`src/rtl/reaction_duel_sched.sv`:
```
`default_nettype none
// ============================================================================
// Module   : reaction_duel_sched
// Purpose  : Two-player session scheduler for the reaction-timer core. The
//            single core is shared between the players in strict
//            alternation. Each player gets 2**ROUNDS_LOG2 trials. When the
//            session ends, the block publishes per-player best and average
//            times and declares a winner.
// Ports    : clk_i            system clock
//            areset_n_i       asynchronous active-low reset
//            req_i[1:0]       player buttons (level, debounced), bit p = player p
//            abort_i          synchronous session abort
//            core_start_o     one-cycle pulse, timer core begins a trial
//            core_done_i      one-cycle pulse, trial finished
//            core_result_i    reaction value (10000 = timeout)
//            core_early_i     false start qualifier for core_done_i
//            grant_o          one-hot core owner, 00 when none
//            session_active_o high from session start until results are final
//            round_idx_o      trials completed this session
//            best0_o/best1_o  minimum recorded value per player
//            avg0_o/avg1_o    per-player sum >> ROUNDS_LOG2
//            winner_o         01 p0, 10 p1, 11 tie, 00 undecided
//            done_o           results final
// Revision : 1.0  initial release
// ============================================================================
module reaction_duel_sched #(
  parameter int unsigned ROUNDS_LOG2 = 2,
  parameter int unsigned PENALTY     = 9999
) (
  input  logic        clk_i,
  input  logic        areset_n_i,
  input  logic [1:0]  req_i,
  input  logic        abort_i,
  output logic        core_start_o,
  input  logic        core_done_i,
  input  logic [13:0] core_result_i,
  input  logic        core_early_i,
  output logic [1:0]  grant_o,
  output logic        session_active_o,
  output logic [3:0]  round_idx_o,
  output logic [13:0] best0_o,
  output logic [13:0] best1_o,
  output logic [13:0] avg0_o,
  output logic [13:0] avg1_o,
  output logic [1:0]  winner_o,
  output logic        done_o
);

  localparam int unsigned ROUNDS    = 1 << ROUNDS_LOG2;
  // The trial counter is one bit wider than the round_idx port so that the
  // final count of 16 (ROUNDS_LOG2 = 3) is still recognised internally.
  localparam logic [4:0]  TOTAL     = 5'(2 * ROUNDS);
  localparam logic [13:0] PEN       = 14'(PENALTY);
  localparam logic [13:0] BEST_INIT = 14'h3FFF;

  typedef enum logic [2:0] {
    S_IDLE   = 3'd0,
    S_ARB    = 3'd1,
    S_WAIT   = 3'd2,
    S_RECORD = 3'd3,
    S_FINISH = 3'd4
  } state_t;

  state_t      state_q, state_d;
  logic        turn_q, turn_d;
  logic [1:0]  req_q;
  logic [16:0] sum0_q, sum0_d, sum1_q, sum1_d;
  logic [13:0] best0_q, best0_d, best1_q, best1_d;
  logic [13:0] avg0_q, avg0_d, avg1_q, avg1_d;
  logic [1:0]  winner_q, winner_d;
  logic        done_q, done_d;
  logic [4:0]  round_q, round_d;
  logic        core_start_q, core_start_d;
  logic [1:0]  grant_q, grant_d;
  logic        active_q, active_d;

  logic [1:0]  rise;
  logic [13:0] trial_val;
  logic [13:0] avg0_n, avg1_n;
  logic [1:0]  winner_n;

  assign rise      = req_i & ~req_q;
  assign trial_val = core_early_i ? PEN : core_result_i;

  // Averages and winner as they will be published on entry to FINISH;
  // sums and bests already include the last trial by the RECORD cycle.
  assign avg0_n = 14'(sum0_q >> ROUNDS_LOG2);
  assign avg1_n = 14'(sum1_q >> ROUNDS_LOG2);

  always_comb begin
    if (avg0_n < avg1_n) begin
      winner_n = 2'b01;
    end else if (avg1_n < avg0_n) begin
      winner_n = 2'b10;
    end else if (best0_q < best1_q) begin
      winner_n = 2'b01;
    end else if (best1_q < best0_q) begin
      winner_n = 2'b10;
    end else begin
      winner_n = 2'b11;
    end
  end

  // req_q resets to all-ones so a button held through reset never looks
  // like a fresh press.
  always_ff @(posedge clk_i or negedge areset_n_i) begin
    if (!areset_n_i) begin
      state_q      <= S_IDLE;
      turn_q       <= 1'b0;
      req_q        <= 2'b11;
      sum0_q       <= '0;
      sum1_q       <= '0;
      best0_q      <= BEST_INIT;
      best1_q      <= BEST_INIT;
      avg0_q       <= '0;
      avg1_q       <= '0;
      winner_q     <= 2'b00;
      done_q       <= 1'b0;
      round_q      <= '0;
      core_start_q <= 1'b0;
      grant_q      <= 2'b00;
      active_q     <= 1'b0;
    end else begin
      state_q      <= state_d;
      turn_q       <= turn_d;
      req_q        <= req_i;
      sum0_q       <= sum0_d;
      sum1_q       <= sum1_d;
      best0_q      <= best0_d;
      best1_q      <= best1_d;
      avg0_q       <= avg0_d;
      avg1_q       <= avg1_d;
      winner_q     <= winner_d;
      done_q       <= done_d;
      round_q      <= round_d;
      core_start_q <= core_start_d;
      grant_q      <= grant_d;
      active_q     <= active_d;
    end
  end

  always_comb begin
    state_d      = state_q;
    turn_d       = turn_q;
    sum0_d       = sum0_q;
    sum1_d       = sum1_q;
    best0_d      = best0_q;
    best1_d      = best1_q;
    avg0_d       = avg0_q;
    avg1_d       = avg1_q;
    winner_d     = winner_q;
    done_d       = done_q;
    round_d      = round_q;
    core_start_d = 1'b0;
    grant_d      = grant_q;
    active_d     = active_q;

    case (state_q)
      // A press in IDLE or FINISH opens a new session; it never doubles as
      // player 0's trial start.
      S_IDLE, S_FINISH: begin
        if (|rise) begin
          state_d  = S_ARB;
          sum0_d   = '0;
          sum1_d   = '0;
          best0_d  = BEST_INIT;
          best1_d  = BEST_INIT;
          avg0_d   = '0;
          avg1_d   = '0;
          round_d  = '0;
          winner_d = 2'b00;
          done_d   = 1'b0;
          turn_d   = 1'b0;
          active_d = 1'b1;
          grant_d  = 2'b01;
        end
      end
      S_ARB: begin
        if (rise[turn_q]) begin
          core_start_d = 1'b1;
          state_d      = S_WAIT;
        end
      end
      S_WAIT: begin
        if (core_done_i) begin
          if (!turn_q) begin
            sum0_d = sum0_q + 17'(trial_val);
            if (trial_val < best0_q) begin
              best0_d = trial_val;
            end
          end else begin
            sum1_d = sum1_q + 17'(trial_val);
            if (trial_val < best1_q) begin
              best1_d = trial_val;
            end
          end
          round_d = round_q + 5'd1;
          state_d = S_RECORD;
        end
      end
      S_RECORD: begin
        if (round_q == TOTAL) begin
          state_d  = S_FINISH;
          avg0_d   = avg0_n;
          avg1_d   = avg1_n;
          winner_d = winner_n;
          done_d   = 1'b1;
          active_d = 1'b0;
          grant_d  = 2'b00;
        end else begin
          turn_d  = ~turn_q;
          grant_d = turn_q ? 2'b01 : 2'b10;
          state_d = S_ARB;
        end
      end
      default: begin
        state_d = S_IDLE;
      end
    endcase

    // Abort outranks every other event in the same cycle.
    if (abort_i) begin
      state_d      = S_IDLE;
      turn_d       = 1'b0;
      sum0_d       = '0;
      sum1_d       = '0;
      best0_d      = BEST_INIT;
      best1_d      = BEST_INIT;
      avg0_d       = '0;
      avg1_d       = '0;
      winner_d     = 2'b00;
      done_d       = 1'b0;
      round_d      = '0;
      core_start_d = 1'b0;
      grant_d      = 2'b00;
      active_d     = 1'b0;
    end
  end

  assign core_start_o     = core_start_q;
  assign grant_o          = grant_q;
  assign session_active_o = active_q;
  assign round_idx_o      = round_q[3:0];
  assign best0_o          = best0_q;
  assign best1_o          = best1_q;
  assign avg0_o           = avg0_q;
  assign avg1_o           = avg1_q;
  assign winner_o         = winner_q;
  assign done_o           = done_q;

endmodule
`default_nettype wire

```
`config.mk`:
```
export PLATFORM = sky130hd
export DESIGN_NAME = reaction_duel_sched
export DESIGN_NICKNAME = d
export VERILOG_FILES = /design/src/rtl/reaction_duel_sched.sv
export SDC_FILE = /design/constraint.sdc
export NUM_CORES = 1
export LEC_CHECK = 0
export ABC_AREA = 1
export CORE_MARGIN = 5
export CORE_UTILIZATION = 49
export CTS_BUF_LIST = sky130_fd_sc_hd__clkbuf_8
export DETAILED_ROUTE_END_ITERATION = 16
export PLACE_DENSITY = 0.69
export SKIP_CTS_REPAIR_TIMING = 1
export SLEW_MARGIN = 40
export SYNTH_ARGS = -nofsm -noshare
export SYNTH_HDL_FRONTEND = slang
export SYNTH_SLANG_ARGS = --single-unit
```
`constraint.sdc`:
```
create_clock -name clk_i -period 4.04 [get_ports clk_i]
set_input_delay 1.01 -clock clk_i [delete_from_list [all_inputs] [get_ports clk_i]]
set_output_delay 1.01 -clock clk_i [all_outputs]
set_load 0.01 [all_outputs]
```
==> Word level (Yosys, flattened, before mapping) <==
Index checks and enable logic that the tools add are counted.
{ "totals": {"word_cells": 123, "register_bits": 108, "out_inout_bits": 67, "inputBits": 21} }
{ "op_classes": {"mux": 67, "eq_ne": 14, "bitwise_logic": 3, "magnitude_cmp": 7, "addsub": 3, "reduce_logical": 14} }
{ "op_table": {"columns": ["operator", "count"], "rows": [
  ["14-bit 2-to-1 mux", 15],
  ["17-bit 2-to-1 mux", 7],
  ["14-bit one-hot mux with 2 select lines", 4],
  ["14-bit less-than comparator", 6],
  ["17-bit one-hot mux with 2 select lines", 2],
  ["17-bit by 14-bit adder with 17-bit output", 2],
  ["3-bit != test (second input constant)", 9],
  ["2-bit 2-to-1 mux", 10],
  ["3-bit 2-to-1 mux", 5],
  ["5-bit 2-to-1 mux", 3],
  ["1-bit 2-to-1 mux", 14],
  ["3-bit one-hot mux with 4 select lines", 1],
  ["3-bit AND reduction", 4],
  ["5-bit one-hot mux with 2 select lines", 1],
  ["5-bit AND reduction", 2],
  ["2-bit one-hot mux with 2 select lines", 2],
  ["4-bit AND reduction", 2],
  ["3-bit by 2-bit == test with 1-bit output (second input constant)", 2],
  ["1-bit one-hot mux with 2 select lines", 3],
  ["3-bit nonzero test", 2],
  ["5-bit by 1-bit adder with 5-bit output (second input constant)", 1],
  ["5-bit by 4-bit == test with 1-bit output (second input constant)", 1],
  ["2-bit OR reduction", 2],
  ["3-bit by 1-bit == test with 1-bit output (second input constant)", 1],
  ["7 further kinds", 7]
]} }

==> Longest topological paths before layout <==
{ "logic_depth": {"ltp_word": 8, "ltp_mapped": 18, "mapped_depth_nobuf": 16} }

==> Worst setup path after synthesis <==
No wires, ideal clock.
{ "synth_timing": {"kind": "input to register", "startpoint": "input core_early_i", "endpoint": "register sum0_q[14]", "slack_ns": 1.135, "t_required_ns": 3.923, "setup_time_ns": 0.117, "t_arrival_ns": 2.788, "stages": 14, "n_path_buf": 1, "path_cell_list": "inv_2 buf_1 nand2_1 fa_1 nand3_1 nand2_1 nand3_1 nand2_1 nand2_1 inv_1 nand2_1 nand4_1 nand3_1 nand2_1"} }
{ "synth_between": {"elab_chain_len": 6} }
{ "synth_lines": {"columns": ["item", "line", "source"], "rows": [
  ["start, declared", "37", "input logic core_early_i,"],
  ["14-bit 2-to-1 mux", "83", "assign trial_val = core_early_i ? PEN : core_result_i;"],
  ["17-bit by 14-bit adder with 17-bit output", "187", "sum0_d = sum0_q + 17'(trial_val);"],
  ["17-bit 2-to-1 mux", "186", "if (!turn_q) begin"],
  ["17-bit 2-to-1 mux", "185", "if (core_done_i) begin"],
  ["17-bit one-hot mux with 2 select lines", "158", "case (state_q)"],
  ["17-bit 2-to-1 mux", "222", "if (abort_i) begin"],
  ["end signal, assigned", "127", "sum0_q <= sum0_d;"],
  ["end, declared", "67", "logic [16:0] sum0_q, sum0_d, sum1_q, sum1_d;"]
]} }
Every way passes these cells. The select of a mux whose other input is x is not followed.
A chain may end at the register's enable or synchronous reset.

==> Worst setup path after layout <==
{ "layout_timing": {"startpoint": "input core_early_i", "endpoint": "register best0_q[9] (netlist: best0_o[9])"} }
{ "layout_between": {"elab_chain_len": 6} }
{ "layout_lines": {"columns": ["item", "line", "source"], "rows": [
  ["14-bit 2-to-1 mux *", "83", null],
  ["parallel branches: the longest is 5 deep, another holds 14-bit less-than comparator", null, null],
  ["end signal, assigned", "129", "best0_q <= best0_d;"],
  ["end, declared", "68", "logic [13:0] best0_q, best0_d, best1_q, best1_d;"]
]} }
Every way passes the cells marked *. The select of a mux whose other input is x is not followed.

==> flow_summary.yaml <==
floorplanning:
  floorplan.core_area_um2: 15100
  dieWidth_um: 134
  die_height_um: 134
  fp-row-count: 45
  floorplan.initialDensity_pct: 49.7
  floorplan.die_area_um2: 17900
  io_pins: 88
power:
  cellPowerDensity_nw_per_um2: 490
  power_leakage_nw: 4.68
  post-layout-total-power_w: 0.00430
  max-vdd-ir-drop_mv: 0.317
timing:
  hold_viol: 0
  final_period_minus_worst_setup_slack_ns: 3.27
  maxSlewViolCount: 0
  tightestPinTransition_ns: 0.718
  rsz0062_at_grt: "no"
  finalClockSkew_ns: 0.0146
  totalNegativeSetupSlack_ns: 0
  slew_headroom_pct: 51.9
  setup_viol: 0
  fin_hold_ws_ns: 0.490
  final_min_period_over_clock_period_pct: 80.9
  fmax_mhz: 306
yosys:
  syn-mean-instance-area_um2: 7.34
  synth-seq-cells: 106
  seq_area_frac_synth_pct: 35.8
  mappedNetlistArea_um2: 7520
  synthTopCellsByArea: "dfrtp_1 25%, nand2_1 15%, ha_1 13%"
  number_of_different_library_cells_in_the_post_synthesis_netlist: 46
  synthDominantCellAreaShare_pct: 25.3
  synthDominantAreaCellType: "dfrtp_1"
  mappedNetlistNets: 1123
  synthesis.instances: 1024
  synth_warnings: 0
placed_design:
  gp_congestion: 0.972
  port_buffers: 87
  dp.final_hpwl_um: 16600
  placed_cells_incl_taps: 1286
finish:
  finish.net_count: 1208
  multi_input_comb_area_um2: 4130
  seqCellArea_um2: 2690
  antenna_cells_inserted: 0
  flow.area_growth_from_synthesis_pct: 16.8
  final_cell_mix: "303 x nand2_1, 136 x inv_1, 108 x nand3_1"
  layout_cells_sized_above_1_pct: 7.90
  stdcell_count: 1302
  mostFrequentLayoutCell: "nand2_1"
  layout.filler_cells: 1432
routing:
  routed_via_density: 5.41
  drt-total-wl_um: 21700
  drt-pass1-iter-count: 6
  avgRoutedWirePerCell_um: 16.7
  antenna_left: 0
  routed-via-count: 7041
  drc: 0
  drt_iter0_markers: 498
worst_setup_path:
  critical_path.slowest_cell: "clkdlybuf4s50_1"
  cp_dominant_cell_by_count: "nand2_1"
  r2r-start: "best0_o[5]$_DFFE_PN1P_"
  critical_path_arrival_ns: 3.60
  worst_stage_delay_on_the_critical_path_ns: 0.47
  worstPathCellList: "clkdlybuf4s50_1 > inv_2 > nand2_1 > ha_1 > nand2_1 > nor2_1 > nand2_1 > nor2_1 > nand2_1 > nand3_1 > nand2_1 > nand2_1 > nand2_1 > nand2_2 > nand2_2 > nand2_1 > nand2_1"
  crit_type: "primary input to flop"
  worstPathRequired_ns: 4.37
  worst_setup_path_startpoint: "core_early_i"
  worst-path-buf-inv: 2
  worst_setup_path_start_kind: "primary input"
  worst_setup_path_end_kind: "flop"
  critPathMaxFanout: 15
  crit_family: "simple AND/OR/NAND/NOR gates"
clocking:
  clock_insertion_delay_worst_skew_ns: 0.40
  cts_max_path_buffers: 2
  cts-htree-levels: 3
  cts_made_buffers: 9
  clkTransAtPathRegs_ns: 0.11
  root_buffer: "clkbuf_8"
  tritoncts_clock_tree: "yes"
  clock-sinks: 106
global_route:
  wire_length_of_the_first_global_routing_pass_um: 34900
  grt_util_all_layers_pct: 24.4
  number_of_antenna_violations_at_the_first_check_in_global_routing: 0
  pin_count_of_the_biggest_net_entering_global_routing: 107
  grt_pass1_vias: 6876
  grt-ovfl-total: 0
flow_run:
  number_of_maximum_capacitance_constraint_violations: 0
worst_hold_path:
  path_class_of_the_lowest_slack_min_delay_path: "flop to flop"
  hold_path_startpoint: "best1_o[0]$_DFFE_PN1P_"
run_status:
  run_status: "complete, no violations"
## worst min-delay path: stages (launching register included)
cell,delay (ns)
dfstp_2,0.40
nand2_1,0.06
nand2_1,0.04
## power breakdown
group          switching, W  internal [W]
combinational       0.00127      0.000773
clock              0.000412      0.000355
sequential         0.000184       0.00131
total               0.00187       0.00243
## through the flow
step	area (um^2)	worst slack [ns]	utilization (%)
2_1_floorplan	7520	1.13	-
4_1_cts	8780	0.816	58.0
6_report	8780	0.772	58.0
5_1_grt	8780	0.629	58.0
3_5_place_dp	8560	0.404	56.5
3_3_place_gp	8560	0.478	56.5
## cell usage after synthesis (all sizes together)
master / number
o21a: 3
nand4: 18
a21o: 2
nor2: 65
a21oi: 54
nor3: 8
a21boi: 1
nor4: 2
a22o: 8
nand2: 312
o21bai: 3
o31ai: 1
a31oi: 1
buf: 21
o2111ai: 1
xor2: 3
nand3b: 5
dfrtp: 76
fa: 2
o22ai: 4
o211ai: 4
nand3: 108
ha: 76
clkbuf: 2
dfstp: 30
o21ai: 68
inv: 144
nor3b: 1
a31o: 1
## layout make-up
class | instances | area share, %
multi-input combinational | 751 | 47.1
sequential | 106 | 30.6
timing repair buffer | 97 | 10.9
inverter | 144 | 6.15
tap | 188 | 2.68
clock buffer | 9 | 1.41
clock inverter | 7 | 1.17
## sequential cells by signal (all words and copies together) (netlist names)
signal            count
best0_o              14
session_active_o      1
done_o                1
round_q               5
req_q                 2
grant_o               2
sum0_q               16
best1_o              14
turn_q                1
avg0_o               14
sum1_q               16
avg1_o               14
core_start_o          1
state_q               3
winner_o              2
## per-layer routing
layer	share of wire [%]	global-route usage, %	vias to the layer above
met1	46	33.5	3244
met2	46	39.9	230
met3	5.3	3.08	32
met5	0	0	-
li1	-	-	3535
met4	2.4	8.34	0
## worst paths after layout
path                       slack [ns]  cells after the start                endpoint
max                              0.77                     17  best0_o[9]$_DFFE_PN1P_
max reg2reg                      1.72                     15  best0_o[9]$_DFFE_PN1P_
min in group asynchronous        0.67                      2   sum0_q[0]$_DFFE_PN0P_
min reg2reg                      0.49                      2  best1_o[0]$_DFFE_PN1P_
min                              0.49                      2  best1_o[0]$_DFFE_PN1P_
max in group asynchronous        2.92                      2  round_q[1]$_DFFE_PN0P_
## logic make-up (layout without fill, tap and decap cells)
group	count (synthesis)	count (layout)	synth area share, %
adders and majority gates	78	78	13.2
and+or+nand+nor	519	519	30.1
DFF	106	106	35.8
buffers and inverters	167	257	9.27
AOI/OAI and AO/OA	151	151	11.3
xor gates and xnor gates	3	3	0.349
No activity file was read; power rests on OpenSTA's default activity.
